## src/rtl/pipelined_rca_if.sv

```systemverilog
// Valid/ready bundle carrying operands into, and results out of, pipelined_rca.
interface pipelined_rca_if #(
    parameter int WIDTH = 32
);
    logic             in_valid;
    logic             in_ready;
    logic [WIDTH-1:0] A;
    logic [WIDTH-1:0] B;
    logic             Cin;
    logic             Sub;
    logic             out_valid;
    logic             out_ready;
    logic [WIDTH-1:0] Sum;
    logic             Cout;
    logic             Ovf;

    modport master (
        output in_valid, A, B, Cin, Sub, out_ready,
        input  in_ready, out_valid, Sum, Cout, Ovf
    );

    modport slave (
        input  in_valid, A, B, Cin, Sub, out_ready,
        output in_ready, out_valid, Sum, Cout, Ovf
    );
endinterface

```

## src/rtl/pipelined_rca.sv

```systemverilog
// Pipelined ripple-carry adder/subtractor: one CHUNK-bit ripple per register stage,
// all stages advancing together under a single valid/ready flow-control enable.
module pipelined_rca #(
    parameter int WIDTH = 32,
    parameter int CHUNK = 4
) (
    input logic          clk,
    input logic          rst,
    pipelined_rca_if.slave bus
);
    localparam int STAGES = WIDTH / CHUNK;

    logic adv;

    assign adv          = !bus.out_valid || bus.out_ready;
    assign bus.in_ready = adv;

    // Stage k resolves chunk k; it carries only the still-unresolved operand bits
    // forward and grows the resolved sum by one chunk, so register widths taper.
    for (genvar k = 0; k < STAGES; k++) begin : g_stage
        localparam int IW = WIDTH - k * CHUNK;
        localparam int SW = (k + 1) * CHUNK;

        logic [IW-1:0]    a_s;
        logic [IW-1:0]    b_s;
        logic             c_s;
        logic             v_s;
        logic [CHUNK-1:0] chunk_sum;
        logic             c_n;
        logic [SW-1:0]    sum_n;

        logic             v_q;
        logic             c_q;
        logic [SW-1:0]    sum_q;

        if (k == 0) begin : g_src
            assign a_s   = bus.A;
            assign b_s   = bus.Sub ? ~bus.B : bus.B;
            assign c_s   = bus.Sub | bus.Cin;
            assign v_s   = bus.in_valid;
            assign sum_n = chunk_sum;
        end else begin : g_src
            assign a_s   = g_stage[k-1].g_fwd.a_q;
            assign b_s   = g_stage[k-1].g_fwd.b_q;
            assign c_s   = g_stage[k-1].c_q;
            assign v_s   = g_stage[k-1].v_q;
            assign sum_n = {chunk_sum, g_stage[k-1].sum_q};
        end

        always_comb begin
            chunk_sum = '0;
            c_n       = c_s;
            for (int i = 0; i < CHUNK; i++) begin
                chunk_sum[i] = a_s[i] ^ b_s[i] ^ c_n;
                c_n          = (a_s[i] & b_s[i]) | (c_n & (a_s[i] ^ b_s[i]));
            end
        end

        always_ff @(posedge clk) begin
            if (rst) begin
                v_q   <= 1'b0;
                c_q   <= 1'b0;
                sum_q <= '0;
            end else if (adv) begin
                v_q   <= v_s;
                c_q   <= c_n;
                sum_q <= sum_n;
            end
        end

        if (k < STAGES - 1) begin : g_fwd
            logic [IW-CHUNK-1:0] a_q;
            logic [IW-CHUNK-1:0] b_q;

            always_ff @(posedge clk) begin
                if (rst) begin
                    a_q <= '0;
                    b_q <= '0;
                end else if (adv) begin
                    a_q <= a_s[IW-1:CHUNK];
                    b_q <= b_s[IW-1:CHUNK];
                end
            end
        end

        // Carry into the MSB is recovered as a^b^sum at that bit, avoiding a tap mid-chain.
        if (k == STAGES - 1) begin : g_last
            logic ovf_q;

            always_ff @(posedge clk) begin
                if (rst) begin
                    ovf_q <= 1'b0;
                end else if (adv) begin
                    ovf_q <= a_s[CHUNK-1] ^ b_s[CHUNK-1] ^ chunk_sum[CHUNK-1] ^ c_n;
                end
            end
        end
    end

    assign bus.out_valid = g_stage[STAGES-1].v_q;
    assign bus.Sum       = g_stage[STAGES-1].sum_q;
    assign bus.Cout      = g_stage[STAGES-1].c_q;
    assign bus.Ovf       = g_stage[STAGES-1].g_last.ovf_q;
endmodule

```

## src/flat_wrapper.sv

```systemverilog
// flat-port wrapper written by rule: the top's interface ports become plain ports
module pipelined_rca_flat 
#(
    parameter int WIDTH = 32,
    parameter int CHUNK = 4
)
  (clk, rst, bus_in_valid, bus_A, bus_B, bus_Cin, bus_Sub, bus_out_ready, bus_in_ready, bus_out_valid, bus_Sum, bus_Cout, bus_Ovf);
  pipelined_rca_if #(.WIDTH(WIDTH)) bus_i ();
  input logic clk;
  input logic rst;
  input wire logic [$bits(bus_i.in_valid)-1:0] bus_in_valid;
  input wire logic [$bits(bus_i.A)-1:0] bus_A;
  input wire logic [$bits(bus_i.B)-1:0] bus_B;
  input wire logic [$bits(bus_i.Cin)-1:0] bus_Cin;
  input wire logic [$bits(bus_i.Sub)-1:0] bus_Sub;
  input wire logic [$bits(bus_i.out_ready)-1:0] bus_out_ready;
  output wire logic [$bits(bus_i.in_ready)-1:0] bus_in_ready;
  output wire logic [$bits(bus_i.out_valid)-1:0] bus_out_valid;
  output wire logic [$bits(bus_i.Sum)-1:0] bus_Sum;
  output wire logic [$bits(bus_i.Cout)-1:0] bus_Cout;
  output wire logic [$bits(bus_i.Ovf)-1:0] bus_Ovf;
  assign bus_i.in_valid = bus_in_valid;
  assign bus_i.A = bus_A;
  assign bus_i.B = bus_B;
  assign bus_i.Cin = bus_Cin;
  assign bus_i.Sub = bus_Sub;
  assign bus_i.out_ready = bus_out_ready;
  assign bus_in_ready = bus_i.in_ready;
  assign bus_out_valid = bus_i.out_valid;
  assign bus_Sum = bus_i.Sum;
  assign bus_Cout = bus_i.Cout;
  assign bus_Ovf = bus_i.Ovf;
  pipelined_rca #(.WIDTH(WIDTH), .CHUNK(CHUNK)) u_core (.clk(clk), .rst(rst), .bus(bus_i));
endmodule
```

## config.mk

```make
export PLATFORM = sky130hd
export DESIGN_NAME = pipelined_rca_flat
export DESIGN_NICKNAME = d
export VERILOG_FILES = /design/src/rtl/pipelined_rca_if.sv /design/src/rtl/pipelined_rca.sv /design/src/flat_wrapper.sv
export SDC_FILE = /design/constraint.sdc
export NUM_CORES = 1
export LEC_CHECK = 0
export BUFFER_PORTS_ARGS = -buffer_cell sky130_fd_sc_hd__buf_2
export CAP_MARGIN = 20
export CORE_ASPECT_RATIO = 0.6
export CORE_UTILIZATION = 55
export DETAILED_ROUTE_END_ITERATION = 6
export GPL_ROUTABILITY_DRIVEN = 0
export PLACE_DENSITY = 0.76
export SLEW_MARGIN = 20
export SYNTH_ARGS = -nofsm -noshare
export SYNTH_HDL_FRONTEND = slang
export SYNTH_SLANG_ARGS = --single-unit
export TNS_END_PERCENT = 100
```

## constraint.sdc

```tcl
create_clock -name clk -period 6.2 [get_ports clk]
set_clock_uncertainty 0.05 [all_clocks]
set_input_delay 0.62 -clock clk [delete_from_list [all_inputs] [get_ports clk]]
set_output_delay 0.62 -clock clk [all_outputs]
set_load 0.01 [all_outputs]
```

==> results.md <==
* Io pins at 106
* WP data required at 6.58 ns
* Largest net degree at the start of global routing at 251
* Peak VDD IR at 0.181 mV
* CP endpoint kind: flop
* Vias at 10900
* Clock transition at path regs at 0.07 ns
* Worst r2r src: u_core.bus.out_valid
* Drt drc at 0
* Floorplan row count at 45
* Overflow left after global routing at 0
* Worst path slowest cell: buf_4
* LEAKAGE at 5.96 nW
* Nets at 1859
* Layout cells sized above 1 at 12.0%
* Die width at 213 um
* Clock sink count at 385
* Max-slew headroom at 25.1%
* Synthesized flop and latch total at 385
* Worst-path maximum fanout at 250
* Reg2Reg Setup Slack at 3.37 ns
* Syn_area_per_cell at 8.43 sq um
* WL final at 27900 um
* CTS Root Cell: clkbuf_16
* Final core utilization at 62.7%
* Die area at 27400 sq um
* CTS tree: done
* CP Cell Sequence: nor2b_4 -> buf_12 -> buf_4 -> nand2_1 -> a21oi_1
* First-pass GRT wire length at 47700 um
* Max Freq at 0.354 GHz
* Largest area contributor in the netlist: dfxtp_1
* Initial Util at 57.1%
* WP buf/inv at 2
* Seq/Total Area, Yosys at 52.5%
* Fin. Hold Viols at 0
* Top-area cell type share of the netlist area at 52.5%
* Type of the worst min-delay path: primary input to flop
* Synth warn at 0
* Postcts setup bufs at 0
* CP arrival at 3.21 ns
* Mapped cell area at 14700 sq um
* Post-CTS sizing at 0
* Area growth, synth to finish at 9.80%
* RSZ-0062 raised after global routing: no
* Remaining antenna violation count at 0
* Design Area, Final at 16100 sq um
* DR WL/cell at 13.1 um
* Critical path's largest stage delay at 0.82 ns
* Post-Syn Nets at 1845
* Final setup fails at 0
* Clock Latency Late Sink at 0.51 ns
* Hold Crit Depth at 3
* Hold_sp: bus_A[17]
* CTS Buf Count at 34
* Post-DP Area at 14900 sq um
* Via density at 5.11
* PortBufs at 105
* Final Instance Count excl. Fillers at 2131
* Worst slew pin tran at 1.12 ns
* Hold_buf cts at 0
* Setup Crit Path Kind: flop to flop
* Initial antenna violation count at 0
* RR Endpoint: u_core.g_stage[1].g_fwd.a_q[10]
* Minimum clock period at 2.83 ns
* Worst hold slack at 0.295 ns
* Deepest clock path buffer count at 3
* Place WS at 2.96 ns
* Worst Hold Endpoint: u_core.g_stage[0].g_fwd.a_q[13]
* Commonest non-fill, non-tap cells in the layout: nand2_1 (666), dfxtp_1 (385), a21oi_1 (333), buf_2 (104)
* Gr usage total at 20.8%
* Leading cell type in the layout, fill and taps excluded: nand2_1
* Cells on worst reg2reg path at 5
* Unique masters post-synth at 20
* Status: complete, no violations
* Final slew viol count at 0
* Vias in the first global route at 10300
* Power density over the cells at 312 nW/um^2
* Period utilization at 45.6%
* Placed insts at 2072
* Max Cap Viol at 0
* Top Family by Delay on Critical Path: buffers and inverters
* Critical Path Source Type: flop
* Setup TNS Final at 0 ns
* Die height at 129 um
* Core area at 25700 sq um
* Pre-antenna DRT Iters at 5
* Final worst setup slack at 3.37 ns
* H-tree Lvls at 2
* Final Power at 5.03 mW
* Syn Inst Count at 1742
* Detail Placement HPWL at 16000 um
* Antenna cell count at 0
* Fill count at 2241
* Leading post-synthesis cells by cell area: dfxtp_1 (52%), nand2_1 (17%), a21oi_1 (11%), fa_1 (4.4%), a211oi_2 (4.1%)
* Initial drt markers at 931
==> report_power, final <==
part | total [mW] | switching, mW | internal [mW]
sequential | 2.60 | 0.0457 | 2.56
combinational | 0.221 | 0.126 | 0.0942
clock | 2.21 | 0.895 | 1.32
==> how the worst max path moves through the flow <==
stage | startpoint | endpoint | cells past startpoint
floorplan | bus_Sub | u_core.g_stage[0].sum_q[3] | 11
global placement | bus_Sub | u_core.g_stage[0].sum_q[3] | 11
detailed placement | bus_Sub | u_core.g_stage[0].sum_q[3] | 11
CTS | u_core.bus.out_valid | u_core.g_stage[1].g_fwd.a_q[10] | 5
global route | u_core.bus.out_valid | u_core.g_stage[1].g_fwd.a_q[10] | 5
finish | u_core.bus.out_valid | u_core.g_stage[1].g_fwd.a_q[10] | 5
==> cell type report <==
cell class              instances  area (sq um)  share of cell area (%)
clock buffers                  52          1070                    6.65
clock inverters                 7           113                   0.698
inverters                      54           215                    1.33
flip-flops and latches        385          7710                    47.8
well taps                     352           440                    2.73
multi-input cells            1171          5970                    37.0
repair buffers                110           611                    3.79
==> metal layers <==
metal	vias to the layer above	global-route usage, %	wire (um)
met5	-	0	0
met4	0	4.32	396
met3	42	4.52	1240
met2	129	34.1	13000
met1	5142	28.5	13200
li1	5583	-	-
==> flip-flops by register name (all words and copies together), names as in the netlist <==
register,count
u_core.g_stage.g_fwd.b_q,112
u_core.bus.Ovf,1
u_core.bus.Cout,1
u_core.bus.out_valid,1
u_core.g_stage.c_q,7
u_core.g_stage.sum_q,112
u_core.bus.Sum,32
u_core.g_stage.v_q,7
u_core.g_stage.g_fwd.a_q,112
==> worst reg2reg max path, delay by kind of cell (launching register included) <==
| family | cells | cell delay, ns |
|---|---|---|
| simple gates | 2 | 0.49 |
| compound gates | 1 | 0.19 |
| flops | 1 | 0.33 |
| buf+inv | 2 | 1.69 |
==> cells by family (layout without fill, tap and decap cells) <==
family	Yosys count	in the layout	synth area share [%]
AND/OR/NAND/NOR	721	721	18.5
adder cells (fa/ha/maj)	33	33	4.45
buffers and inverters	186	223	6.89
flip-flops	385	385	52.5
AO/OA/AOI/OAI	384	384	15.6
XOR/XNOR	33	33	2.07
==> Yosys cell counts <==
| library cell | n |
|---|---|
| clkbuf_4 | 2 |
| inv_1 | 53 |
| dfxtp_1 | 385 |
| xor3_1 | 1 |
| xor2_1 | 4 |
| a21oi_1 | 333 |
| buf_6 | 18 |
| nor2_1 | 53 |
| buf_2 | 54 |
| fa_1 | 32 |
| or2_2 | 1 |
| inv_4 | 1 |
| ha_1 | 1 |
| nand2_1 | 666 |
| buf_4 | 27 |
| xnor2_1 | 28 |
| a211oi_2 | 48 |
| a211oi_1 | 3 |
| nor2b_4 | 1 |
| clkbuf_1 | 31 |
No activity file was read; power rests on OpenSTA's default activity.
